### src/rtl/approx_mult_arb.sv
// approx_mult_arb: round-robin arbiter feeding a two-stage pipeline around
// one shared 8x8 multiplier. Each transaction is either exact or uses the
// l=4 exchange approximation. Results leave on a valid/ready channel tagged
// with the index of the requester that issued them.
module approx_mult_arb #(
    parameter int NREQ = 4,
    parameter int ID_W = 2
) (
    input  logic                clk,
    input  logic                rst_n,
    input  logic [NREQ-1:0]     req_valid,
    input  logic [8*NREQ-1:0]   req_x,
    input  logic [8*NREQ-1:0]   req_y,
    input  logic [NREQ-1:0]     req_exact,
    output logic [NREQ-1:0]     req_ready,
    output logic                out_valid,
    output logic [15:0]         out_z,
    output logic [ID_W-1:0]     out_id,
    output logic                out_exact,
    input  logic                out_ready,
    output logic                busy
);

    // Exchange-family approximation: exact upper nibble of x, lower nibble
    // replaced by a fixed set of correction bits at weights 2^8..2^10.
    function automatic logic [15:0] approx_mul(input logic [7:0] x, input logic [7:0] y);
        logic [7:0]  pp0, pp1, pp2, pp3;
        logic [15:0] acc;
        pp0 = y & {8{x[0]}};
        pp1 = y & {8{x[1]}};
        pp2 = y & {8{x[2]}};
        pp3 = y & {8{x[3]}};
        acc = ({8'd0, y} * {12'd0, x[7:4]}) << 4;
        acc = acc + {7'd0, pp0[7] | pp1[6], 8'd0};
        acc = acc + {7'd0, pp2[6] ^ pp3[5], 8'd0};
        acc = acc + {7'd0, pp1[7], 8'd0};
        acc = acc + {7'd0, pp2[5] | pp3[4], 8'd0};
        acc = acc + {6'd0, pp2[6] & pp3[5], 9'd0};
        acc = acc + {6'd0, pp2[7] & pp3[6], 9'd0};
        acc = acc + {6'd0, pp2[7] | pp3[6], 9'd0};
        acc = acc + {5'd0, pp3[7], 10'd0};
        return acc;
    endfunction

    logic [ID_W-1:0] rr_ptr_q, rr_ptr_d;
    logic            s1_v_q, s1_v_d;
    logic [7:0]      s1_x_q, s1_x_d;
    logic [7:0]      s1_y_q, s1_y_d;
    logic            s1_exact_q, s1_exact_d;
    logic [ID_W-1:0] s1_id_q, s1_id_d;
    logic            s2_v_q, s2_v_d;
    logic [15:0]     s2_z_q, s2_z_d;
    logic [ID_W-1:0] s2_id_q, s2_id_d;
    logic            s2_exact_q, s2_exact_d;

    logic [NREQ-1:0] grant_s;
    logic [ID_W-1:0] grant_id_s;
    logic            grant_any_s;
    logic            s1_load_ok_s;
    logic            s2_load_ok_s;
    logic            accept_s;
    logic [ID_W:0]   rr_nxt_s;
    logic [15:0]     s1_z_s;

    // Round-robin search: first valid requester at or after rr_ptr_q
    always_comb begin : arb_comb
        logic [ID_W:0] cand;
        cand        = '0;
        grant_s     = '0;
        grant_id_s  = '0;
        grant_any_s = 1'b0;
        for (int k = 0; k < NREQ; k++) begin
            cand = {1'b0, rr_ptr_q} + (ID_W+1)'(k);
            if (cand >= (ID_W+1)'(NREQ)) begin
                cand = cand - (ID_W+1)'(NREQ);
            end else begin
                cand = cand;
            end
            if (!grant_any_s && req_valid[cand[ID_W-1:0]]) begin
                grant_any_s                 = 1'b1;
                grant_s[cand[ID_W-1:0]]     = 1'b1;
                grant_id_s                  = cand[ID_W-1:0];
            end else begin
                grant_any_s = grant_any_s;
            end
        end
    end

    // Flow control, handshake and next-state for pointer and both stages
    always_comb begin
        s2_load_ok_s = !s2_v_q | out_ready;
        s1_load_ok_s = !s1_v_q | s2_load_ok_s;
        // Ready is forced low while reset is asserted, independent of state.
        req_ready    = grant_s & {NREQ{s1_load_ok_s & rst_n}};
        accept_s     = grant_any_s & s1_load_ok_s & rst_n;
        rr_nxt_s     = {1'b0, grant_id_s} + (ID_W+1)'(1);

        rr_ptr_d   = rr_ptr_q;
        s1_v_d     = s1_v_q;
        s1_x_d     = s1_x_q;
        s1_y_d     = s1_y_q;
        s1_exact_d = s1_exact_q;
        s1_id_d    = s1_id_q;
        s2_v_d     = s2_v_q;
        s2_z_d     = s2_z_q;
        s2_id_d    = s2_id_q;
        s2_exact_d = s2_exact_q;

        if (accept_s) begin
            if (rr_nxt_s == (ID_W+1)'(NREQ)) begin
                rr_ptr_d = '0;
            end else begin
                rr_ptr_d = rr_nxt_s[ID_W-1:0];
            end
        end else begin
            rr_ptr_d = rr_ptr_q;
        end

        // s1 refills in the same cycle s2 takes its contents, so a full
        // pipeline with out_ready high streams without bubbles.
        if (s1_load_ok_s) begin
            s1_v_d = accept_s;
            if (accept_s) begin
                s1_x_d     = req_x[{grant_id_s, 3'b000} +: 8];
                s1_y_d     = req_y[{grant_id_s, 3'b000} +: 8];
                s1_exact_d = req_exact[grant_id_s];
                s1_id_d    = grant_id_s;
            end else begin
                s1_id_d = s1_id_q;
            end
        end else begin
            s1_v_d = s1_v_q;
        end

        // s2 data only changes when a real transaction moves in, so the
        // outputs hold steady while stalled.
        if (s2_load_ok_s) begin
            s2_v_d = s1_v_q;
            if (s1_v_q) begin
                s2_z_d     = s1_z_s;
                s2_id_d    = s1_id_q;
                s2_exact_d = s1_exact_q;
            end else begin
                s2_id_d = s2_id_q;
            end
        end else begin
            s2_v_d = s2_v_q;
        end
    end

    // Shared multiplier core evaluated on the s1 registers
    always_comb begin
        if (s1_exact_q) begin
            s1_z_s = {8'd0, s1_x_q} * {8'd0, s1_y_q};
        end else begin
            s1_z_s = approx_mul(s1_x_q, s1_y_q);
        end
    end

    // State registers; reset drops every in-flight transaction
    always_ff @(posedge clk or negedge rst_n) begin
        if (!rst_n) begin
            rr_ptr_q   <= '0;
            s1_v_q     <= 1'b0;
            s1_x_q     <= 8'd0;
            s1_y_q     <= 8'd0;
            s1_exact_q <= 1'b0;
            s1_id_q    <= '0;
            s2_v_q     <= 1'b0;
            s2_z_q     <= 16'd0;
            s2_id_q    <= '0;
            s2_exact_q <= 1'b0;
        end else begin
            rr_ptr_q   <= rr_ptr_d;
            s1_v_q     <= s1_v_d;
            s1_x_q     <= s1_x_d;
            s1_y_q     <= s1_y_d;
            s1_exact_q <= s1_exact_d;
            s1_id_q    <= s1_id_d;
            s2_v_q     <= s2_v_d;
            s2_z_q     <= s2_z_d;
            s2_id_q    <= s2_id_d;
            s2_exact_q <= s2_exact_d;
        end
    end

    assign out_valid = s2_v_q;
    assign out_z     = s2_z_q;
    assign out_id    = s2_id_q;
    assign out_exact = s2_exact_q;
    assign busy      = s1_v_q | s2_v_q;

endmodule

### config.mk
export PLATFORM = sky130hd
export DESIGN_NAME = approx_mult_arb
export DESIGN_NICKNAME = d
export VERILOG_FILES = /design/src/rtl/approx_mult_arb.sv
export SDC_FILE = /design/constraint.sdc
export NUM_CORES = 1
export LEC_CHECK = 0
export BUFFER_PORTS_ARGS = -buffer_cell sky130_fd_sc_hd__buf_4
export CORE_MARGIN = 2
export CORE_UTILIZATION = 35
export CTS_BUF_LIST = sky130_fd_sc_hd__clkbuf_4 sky130_fd_sc_hd__clkbuf_8
export CTS_CLUSTER_DIAMETER = 150
export CTS_CLUSTER_SIZE = 30
export DETAILED_ROUTE_END_ITERATION = 10
export REMOVE_ABC_BUFFERS = 1
export SYNTH_ARGS = -nofsm -noshare
export SYNTH_HDL_FRONTEND = slang
export SYNTH_SLANG_ARGS = --single-unit
### constraint.sdc
create_clock -name clk -period 6.45 [get_ports clk]
set_input_delay 0.3225 -clock clk [delete_from_list [all_inputs] [get_ports clk]]
set_output_delay 0.3225 -clock clk [all_outputs]
set_load 0.1 [all_outputs]
======== Word level (Yosys, flattened, before mapping) ========
Cells that the tools add are included.
Widths: inputs -> output; s select.
word-level totals
  register bits after elaboration ......... 42
  input port bits ......................... 75
  output and inout bits ................... 25
  logic and storage cells ................. 114
operators by class
  $add $sub $neg .......................... 16
  multipliers ............................. 2
  magnitude comparators ................... 13
  equality and inequality tests ........... 1
  shifts and indexed selects .............. 2
  multiplexer cells ....................... 36
  bitwise operators ....................... 20
  reduce and logical (&&, ||, !) cells .... 14
operator list
  cell                 count
  $add 16x9->16        4
  $shiftx 32x6->8      2
  $add 16x10->16       3
  $and 8x8->8          4
  $mux 2               9
  $add 16x11->16       1
  $mul 8x8->16         1
  $mux 16              1
  $mux 4               4
  $lt 2x3->1 const B   5
  $mux 1               13
  $mul 8x4->12         1
  $or 4x4->4           3
  $bmux 1 s2           5
  $ge 3x3->1 const B   3
  $demux 1 s2          4
  $ge 2x1->1 const B   4
  $sub 2x1->2 const B  4
  $logic_and 1x1->1    7
  $add 2x1->3 const B  2
  $add 2x2->3 const B  2
  $or 1x1->1           6
  $and 1x1->1          5
  $logic_not 1->1      5
  5 further kinds      6

======== Depth between registers and ports, before layout ========
Gate-level depths: netlist of run 1.
  depth after elaboration ................. 17
  depth in mapped cells ................... 23
  depth with buffers taken out ............ 22

======== Worst setup path before layout of run 1 ========
OpenSTA, ideal clock, no wires.
  kind .................................... register -> register
  from .................................... reg s1_x_q[5]
  to ...................................... reg s2_z_q[15], in the netlist out_z[15]
  library setup time ...................... 0.125 ns
  arrival time ............................ 5.188 ns
  required time ........................... 6.325 ns
  setup slack ............................. 1.137 ns
  stages on the path, launching flop included .. 23
  buffers on the path ..................... 1
  period minus slack after synthesis ...... 5.313 ns
  cell sequence ........................... dfrtp_1 -> clkbuf_1 -> nand2_1 -> fa_1 -> inv_1 -> fa_1 -> ha_1 -> a21o_1 -> a21oi_1 -> xnor2_1 -> fa_1 -> inv_1 -> fa_1 -> inv_1 -> ha_1 -> ha_1 -> fa_1 -> a21o_1 -> a21oi_1 -> nor2b_1 -> o22ai_1 -> xnor2_1 -> a21oi_1
on the way
  longest elaborated chain between the ends .. 10
  elaborated cells between the ends (all ways) .. 11
  classes of those cells .................. 8 x add/sub; 2 x mul; 1 x mux
RTL lines
  element                 line  RTL
  start, declared         47    logic [7:0] s1_x_q, s1_x_d;
  start signal, assigned  165   s1_x_q <= 8'd0;
  start signal, assigned  176   s1_x_q <= s1_x_d;
  $mul 8x4->12            33    acc = ({8'd0, y} * {12'd0, x[7:4]}) << 4;
  $add 16x9->16           34    acc = acc + {7'd0, pp0[7] | pp1[6], 8'd0};
  $add 16x9->16           35    acc = acc + {7'd0, pp2[6] ^ pp3[5], 8'd0};
  $add 16x9->16           36    acc = acc + {7'd0, pp1[7], 8'd0};
  $add 16x9->16           37    acc = acc + {7'd0, pp2[5] | pp3[4], 8'd0};
  $add 16x10->16          38    acc = acc + {6'd0, pp2[6] & pp3[5], 9'd0};
  $add 16x10->16          39    acc = acc + {6'd0, pp2[7] & pp3[6], 9'd0};
  $add 16x10->16          40    acc = acc + {6'd0, pp2[7] | pp3[6], 9'd0};
  $add 16x11->16          41    acc = acc + {5'd0, pp3[7], 10'd0};
  $mux 16 *               153   if (s1_exact_q) begin
  end signal, assigned    181   s2_z_q <= s2_z_d;
  end, declared           52    logic [15:0] s2_z_q, s2_z_d;
Mark *: on every way between the ends. The rest lies on a longest branch, timed or not.
A chain may end at the register's enable or synchronous reset.

======== Final worst setup path of run 1 ========
  from .................................... reg s1_y_q[1]
  to ...................................... reg s2_z_q[13], in the netlist out_z[13]
on the way
  longest elaborated chain between the ends .. 10
  elaborated cells between the ends (all ways) .. 11
  classes of those cells .................. 8 x add/sub; 2 x mul; 1 x mux
RTL lines
  element                 line  RTL
  start, declared         48    logic [7:0] s1_y_q, s1_y_d;
  start signal, assigned  177   s1_y_q <= s1_y_d;
  $mul 8x4->12            33
  $add 16x9->16           34
  $add 16x9->16           35
  $add 16x9->16           36
  $add 16x9->16           37
  $add 16x10->16          38
  $add 16x10->16          39
  $add 16x10->16          40
  $add 16x11->16          41
  $mux 16 *               153
Marked as above.

==> impl_metrics.ini, run 1 <==
[status]
status = finished with violations
violations = negative hold slack

[critical_path]
path_cells = nand2_1, fa_1, inv_1, fa_1, ha_1, a21o_1, a21oi_1, xnor2_1, fa_1, inv_1, fa_1, inv_1, ha_1, ha_1, fa_1, a21o_1, a21oi_1, nor2b_1, nor3_1, a21oi_1, o21ai_0
cp_max_fo = 9
crit_path_end_kind = flop
path_class = reg -> reg
crit_top_cell = fa_1
worstPathRequired_ns = 6.62
cp-start-kind = flop
worstPathArrival_ns = 5.71
max_stage_delay_ns = 0.54
critPathTopFamily = adder cells
path_buf_inv = 3
cpMaxStageDelayCell = fa_1

[yosys]
ys.flop_type = dfrtp_1
syn_inst = 733
ys_seq_area_frac = 0.165
synth_edf_count = 0
synth_seq_cells = 42
synth_top_area_cell = dfrtp_1
synth.distinct_cells = 59
synthAdderAreaFrac = 0.310
synth_top_family_by_area = adder cells
synth_area_um2 = 6360
synthMuxAreaShare = 0.0610
yosys-top-cells-area = dfrtp_1 (17%), fa_1 (16%), ha_1 (15%), inv_1 (5.2%), nand2_1 (4.7%)
synth-xor-area-share = 0.0303
avgSynthCellArea_um2 = 8.68
async_reset_ff_frac = 1.00
synth-simple-area-share = 0.148
yosysTopAreaCellShare = 0.165
yosys_warnings = 0
synth_compound_area_frac = 0.205

[clock_network]
cts_tree = yes
cts_num_sinks = 42
postCtsResizedCells = 0
cts_inserted_buffers = 5
path_clk_slew_ns = 0.09
cts_setup_buffers = 0
cts_max_path_buffers = 2
cts_root_buf = clkbuf_8
clk_latency_ns = 0.33
h-tree-depth = 2
holdBufCountCts = 0

[sta]
setup_viol = 0
finalHoldViolCount = 17
worstMarginPinSlew_ns = 1.04
setup_ws_ns = 0.914
min_period_ns = 5.54
rsz0062_at_grt = no
setup_tns_ns = 0
max_freq_mhz = 181
skew_ns = 0.00659
slew_viol_final = 0
period_share = 0.858
timing.hold.ws_ns = -0.0331
max_slew_margin = 0.307

[final_layout]
antenna_cells = 0
layout_commonest_cell = buf_4
seq_area_um2 = 1050
multiInputGateArea_um2 = 4810
fill_cells = 1875
drive_above_1_share = 0.190
final_nets = 1008
area_growth_pct = 15.9
mostFrequentLayoutCells = buf_4 (104), inv_1 (88), nand2_1 (80)
fin_util = 0.412

[detailed_routing]
vias = 5408
wl_um = 16900
final_antenna_net_count = 0
vias_per_cell = 5.22
drtIter0Drc = 359
drc = 0
drtPass1Iterations = 5
avgRoutedWirePerCell_um = 16.3

[die]
ios = 100
core_area_um2 = 17900
die_area_um2 = 19300
start_util = 0.355
die_y_um = 139
row_count = 49
die_x_um = 139

[grt]
antenna_found_initial = 0
overflow = 0
grtUsageTotal = 0.179
use_met3 = 0.0294
grt_use_met2 = 0.283
grt_pass1_wl_um = 28300
top_usage_layer = met2
grt_max_degree = 44
grt_util_met1 = 0.261
grt_pass1_vias = 5421

[worst_hold_path]
min_path_type = in -> async

[placed_design]
port_buffers = 99
place_ws_ns = 0.908
hpwl_um = 13300
place.gp.congestion = 0.850

[run]
cap_violations = 0
[worst register-to-register path: stages, from the launching register on]
cell	delay [ns]
dfrtp_1	0.51
nand2_1	0.17
fa_1	0.52
inv_1	0.05
fa_1	0.49
ha_1	0.32
a21o_1	0.18
a21oi_1	0.17
xnor2_1	0.11
fa_1	0.54
inv_1	0.05
fa_1	0.52
inv_1	0.04
ha_1	0.29
ha_1	0.22
fa_1	0.41
a21o_1	0.19
a21oi_1	0.16
nor2b_1	0.15
nor3_1	0.05
a21oi_1	0.14
o21ai_0	0.08
[sequential cells by signal, summed over array words and instances (netlist names), named ones only]
name	count
s1_exact_q	1
rr_ptr_q	1
s1_id_q	2
s1_v_q	1
out_z	16
s1_x_q	8
s1_y_q	8
out_valid	1
out_id	2
out_exact	1
[cell type report]
type / count / area share
tap: 229 / 0.0389
timing repair buffer: 104 / 0.106
clock buffer: 5 / 0.00934
multi-input combinational: 564 / 0.652
sequential: 42 / 0.143
inverter: 89 / 0.0453
clock inverter: 3 / 0.00594
[cell families (layout without fill, tap and decap cells)]
family | Yosys count | count (layout)
simple gates | 198 | 198
compound gates | 185 | 185
fa+ha+maj | 127 | 127
buf+inv | 127 | 201
flops | 42 | 42
mux | 32 | 32
xor+xnor | 22 | 22
[cells in the mapped netlist, types with 2 or more instances]
| cell | count |
|---|---|
| inv_1 | 88 |
| o22ai_1 | 2 |
| o21bai_1 | 4 |
| mux2i_1 | 7 |
| nor3b_1 | 5 |
| nor3_1 | 2 |
| xnor2_1 | 18 |
| nand2_1 | 80 |
| o221a_1 | 3 |
| buf_2 | 4 |
| buf_1 | 3 |
| nor2_1 | 48 |
| xor2_1 | 4 |
| mux2_2 | 13 |
| o2111ai_1 | 17 |
| clkbuf_1 | 28 |
| and2_1 | 37 |
| mux4_2 | 3 |
| ha_1 | 76 |
| o221a_2 | 14 |
| a31o_2 | 2 |
| nand2b_1 | 6 |
| o21ai_0 | 29 |
| nand3b_1 | 2 |
| dfrtp_1 | 42 |
| buf_6 | 2 |
| a22oi_1 | 17 |
| a21o_1 | 8 |
| a211oi_1 | 5 |
| a221oi_1 | 18 |
| nand3_1 | 4 |
| fa_1 | 51 |
| and3_1 | 2 |
| mux2_1 | 8 |
| a21oi_1 | 53 |
| nor2b_1 | 5 |
[stage by stage]
stage / hold WS [ns] / std cells / cell area (µm²)
floorplan: 0.0269 / 695 / 6190
global route: 0.0285 / 1036 / 7370
CTS: 0.0120 / 1036 / 7370
finish: -0.0331 / 1036 / 7370
global placement: 0.372 / 1028 / 7260
detailed placement: 0.373 / 1028 / 7260
[final timing paths]
path	startpoint	to	slack, ns	depth (start not counted)
worst min register to register	out_z[3]	out_z[3]	0.48	2
worst max register to register	s1_y_q[1]	out_z[13]	0.91	21
worst min-delay path	rst_n	out_exact	-0.03	1
max in group asynchronous	rst_n	out_valid	6.06	1
min in group clk	out_ready	out_valid	0.29	3
worst max-delay path	s1_y_q[1]	out_z[13]	0.91	21
[metal layers]
metal | wire, µm | vias to the layer above | share of wire
met5 | 0 | - | 0
met4 | 165 | 0 | 0.0098
met3 | 822 | 11 | 0.049
met2 | 7790 | 144 | 0.46
met1 | 8150 | 2556 | 0.48
li1 | - | 2697 | -
Power of run 1 is not shown: default switching activity piles up to over one toggle a cycle in this logic, so the estimate is an artifact.
==> run 2: changes to the inputs <==
--- a/config.mk
+++ b/config.mk
@@ -5,13 +5,15 @@
 export SDC_FILE = /design/constraint.sdc
 export NUM_CORES = 1
 export LEC_CHECK = 0
+export ABC_CLOCK_PERIOD_IN_PS = 6450
 export BUFFER_PORTS_ARGS = -buffer_cell sky130_fd_sc_hd__buf_4
 export CORE_MARGIN = 2
-export CORE_UTILIZATION = 35
+export CORE_UTILIZATION = 48
 export CTS_BUF_LIST = sky130_fd_sc_hd__clkbuf_4 sky130_fd_sc_hd__clkbuf_8
 export CTS_CLUSTER_DIAMETER = 150
 export CTS_CLUSTER_SIZE = 30
 export DETAILED_ROUTE_END_ITERATION = 10
+export PLACE_DENSITY = 0.69
 export REMOVE_ABC_BUFFERS = 1
 export SYNTH_ARGS = -nofsm -noshare
 export SYNTH_HDL_FRONTEND = slang
==> impl_metrics.ini, run 2 (same netlist as run 1, synthesis figures left out) <==
[clock_network]
h-tree-depth = 2
cts_setup_buffers = 0
cts_num_sinks = 42
cts_max_path_buffers = 2
cts_tree = yes
cts_root_buf = clkbuf_8
holdBufCountCts = 0
path_clk_slew_ns = 0.10
cts_inserted_buffers = 5
postCtsResizedCells = 0
clk_latency_ns = 0.32

[grt]
antenna_found_initial = 0
grt_pass1_wl_um = 27500
overflow = 0
grt_max_degree = 44
grt_pass1_vias = 5752
grtUsageTotal = 0.237

[sta]
worstMarginPinSlew_ns = 1.28
slew_viol_final = 0
max_slew_margin = 0.143
max_freq_mhz = 178
setup_viol = 0
setup_ws_ns = 0.828
rsz0062_at_grt = no
period_share = 0.872
skew_ns = 0.0122
setup_tns_ns = 0
min_period_ns = 5.62
finalHoldViolCount = 20
timing.hold.ws_ns = -0.0241

[worst_hold_path]
min_path_type = in -> async

[run]
cap_violations = 0

[final_layout]
layout_commonest_cell = buf_4
area_growth_pct = 14.5
fill_cells = 1183
mostFrequentLayoutCells = buf_4 (105), inv_1 (88), nand2_1 (80)
finalNonFillerCells = 983
largest_reg_flops = 16
design_area_um2 = 7280
antenna_cells = 0
drive_above_1_share = 0.190
final_nets = 1009

[status]
status = finished with violations
violations = negative hold slack

[critical_path]
crit_top_cell = fa_1
critPathLaunch = s1_x_q[6]
path_cells = nand2_1, fa_1, inv_1, fa_1, ha_1, a21o_1, a21oi_1, xnor2_1, fa_1, inv_1, fa_1, inv_1, ha_1, ha_1, fa_1, a21o_1, a21oi_1, nor2b_1, o22ai_1, xnor2_1, a21oi_1
crit_path_end_kind = flop
path_buf_inv = 3
worstPathArrival_ns = 5.83
r2r_start = s1_x_q[6]
cp_max_fo = 9
worstPathRequired_ns = 6.66
cpMaxStageDelayCell = fa_1
max_stage_delay_ns = 0.54
critPathTopFamily = adder cells
path_class = reg -> reg
cp-start-kind = flop

[die]
die_x_um = 119
die_y_um = 119
core_area_um2 = 13100
ios = 100
start_util = 0.486
die_area_um2 = 14200
row_count = 42

[detailed_routing]
vias_per_cell = 5.73
final_antenna_net_count = 0
vias = 5633
avgRoutedWirePerCell_um = 16.7
drtIter0Drc = 344
drc = 0
drtPass1Iterations = 7
wl_um = 16400

[placed_design]
place_ws_ns = 0.823
place.gp.congestion = 0.907
dp.cells = 976
port_buffers = 99
hpwl_um = 13100
dpl_cell_area_um2 = 7200
run 2: cell types whose count changed in the layout (fill, tap and decap cells not counted), sizes merged:
cell	change
buf	+1
clkinv	-1
inv	-1
bufinv	-1
clkinvlp	+2
run 2: worst paths after layout:
check	end	slack (ns)	cells after the start
max	out_z[15]	0.83	21
min	out_z[10]	-0.02	1
max reg2reg	out_z[15]	0.83	21
min reg2reg	out_exact	0.48	2
max in group asynchronous	s1_x_q[6]	6.08	1
min in group clk	out_valid	0.31	3
run 2: routing by layer:
layer,vias to the layer above,global-route usage,share of wire
met3,10,0.0278,0.052
li1,2690,-,-
met5,-,0,0
met1,2735,0.313,0.45
met4,0,0.0506,0.0079
met2,198,0.417,0.49
run 2: area by class of cell:
type                    instances  area (µm²)  share of cell area
well taps                     176         220              0.0302
multi-input cells             564        4810               0.660
repair buffers                105         788               0.108
inverters                      89         334              0.0459
clock inverters                 2        15.0             0.00206
flip-flops and latches         42        1050               0.144
clock buffers                   5        68.8             0.00945
run 2: metrics by stage:
step | utilization | hold slack [ns]
after CTS | 0.557 | 0.00419
after global routing | 0.557 | 0.0305
after global placement | 0.550 | 0.343
final | 0.557 | -0.0241
after floorplan | - | 0.0269
after detailed placement | 0.550 | 0.350
Power of run 2 is left out for the same reason.
==> run 3: changes to the inputs <==
--- a/config.mk
+++ b/config.mk
@@ -9,12 +9,10 @@
 export BUFFER_PORTS_ARGS = -buffer_cell sky130_fd_sc_hd__buf_4
 export CORE_MARGIN = 2
 export CORE_UTILIZATION = 48
-export CTS_BUF_LIST = sky130_fd_sc_hd__clkbuf_4 sky130_fd_sc_hd__clkbuf_8
 export CTS_CLUSTER_DIAMETER = 150
 export CTS_CLUSTER_SIZE = 30
 export DETAILED_ROUTE_END_ITERATION = 10
 export PLACE_DENSITY = 0.69
-export REMOVE_ABC_BUFFERS = 1
 export SYNTH_ARGS = -nofsm -noshare
 export SYNTH_HDL_FRONTEND = slang
 export SYNTH_SLANG_ARGS = --single-unit
==> impl_metrics.ini, run 3 (same netlist as run 1, synthesis figures left out) <==
[die]
die_area_um2 = 14200
die_y_um = 119
row_count = 42
ios = 100
die_x_um = 119
start_util = 0.486
core_area_um2 = 13100

[sta]
worstMarginPinSlew_ns = 1.19
finalHoldViolCount = 0
max_freq_mhz = 178
setup_viol = 0
setup_tns_ns = 0
rsz0062_at_grt = no
skew_ns = 0.00645
period_share = 0.872
min_period_ns = 5.62
max_slew_margin = 0.204
slew_viol_final = 0

[grt]
antenna_found_initial = 0
grt_use_met2 = 0.406
use_met3 = 0.0292
overflow = 0
grt_pass1_vias = 5523
grt_util_met1 = 0.300
top_usage_layer = met2
grtUsageTotal = 0.233
grt_max_degree = 44
grt_pass1_wl_um = 26700

[yosys]
synth_nets = 935

[detailed_routing]
drc = 0
vias_per_cell = 5.73
final_antenna_net_count = 0
avgRoutedWirePerCell_um = 16.9
vias = 5622
drtPass1Iterations = 5
wl_um = 16600
drtIter0Drc = 288

[clock_network]
cts_num_sinks = 42
h-tree-depth = 2
postCtsResizedCells = 0
clk_latency_ns = 0.29
holdBufCountCts = 0
cts_max_path_buffers = 2
cts_tree = yes
path_clk_slew_ns = 0.07
cts_setup_buffers = 0
cts_inserted_buffers = 5
cts_root_buf = clkbuf_16

[critical_path]
crit_path_end_kind = flop
cp-start-kind = flop
worstPathRequired_ns = 6.63
cp_max_fo = 9
path_class = reg -> reg
worstPathArrival_ns = 5.80
rr_worst_depth = 21

[placed_design]
place.gp.congestion = 0.909
hpwl_um = 13300
port_buffers = 99

[status]
status = complete, no violations

[final_layout]
layout_commonest_cell = buf_4
final_nets = 1007
drive_above_1_share = 0.189
area_growth_pct = 16.0
mostFrequentLayoutCells = buf_4 (103), inv_1 (88), nand2_1 (80)
largest_reg_flops = 16
antenna_cells = 0

[run]
cap_violations = 0

[worst_hold_path]
min_path_type = in -> async
-- run 3: changes by cell type in the layout (fill, tap and decap cells not counted) --
cell | before | now
buf_4 | 105 | 103
bufinv_16 | 0 | 2
clkinvlp_4 | 2 | 0
clkbuf_16 | 0 | 5
clkbuf_8 | 5 | 0
clkinv_4 | 0 | 1
-- run 3: layout make-up --
cell class	count	area [µm²]
clock inverter	3	68.8
timing repair buffer	103	773
inverter	89	334
clock buffer	5	125
fill	1169	5710
multi-input combinational	564	4810
tap	176	220
sequential	42	1050
-- run 3: path summary, 6_finish.rpt --
check	end	slack, ns	from
setup reg to reg	out_z[15]	0.83	s1_x_q[5]
hold / removal	out_z[15]	0.003	rst_n
hold reg to reg	out_z[1]	0.48	out_z[1]
max in group asynchronous	s1_y_q[6]	6.06	rst_n
min in group clk	s1_v_q	0.33	out_ready
setup / recovery	out_z[15]	0.83	s1_x_q[5]
-- run 3: stage by stage --
step           hold WS [ns]  setup slack, ns  cells  instance area, µm²  utilization
2_1_floorplan        0.0269             1.14    733                6360            -
3_3_place_gp          0.335             1.02    974                7180        0.549
3_5_place_dp          0.342            0.855    974                7180        0.549
4_1_cts              0.0262            0.834    982                7380        0.564
5_1_grt              0.0560            0.528    982                7380        0.564
6_report            0.00322            0.828    982                7380        0.564
-- run 3: per-layer routing --
layer,vias to the layer above,routed length [µm]
met5,-,0
met3,27,1050
met4,0,383
met1,2687,6850
met2,221,8280
li1,2687,-
-- run 3: worst max-delay path: stages, from the launching register on --
cell and delay, ns:
dfrtp_1 0.51, nand2_1 0.17, fa_1 0.50, inv_1 0.05
fa_1 0.50, ha_1 0.34, a21o_1 0.19, a21oi_1 0.17
xnor2_1 0.11, fa_1 0.54, inv_1 0.06, fa_1 0.53
inv_1 0.04, ha_1 0.28, ha_1 0.23, fa_1 0.42
a21o_1 0.20, a21oi_1 0.17, nor2b_1 0.08, o22ai_1 0.16
xnor2_1 0.16, a21oi_1 0.09
Power of run 3 is left out for the same reason.
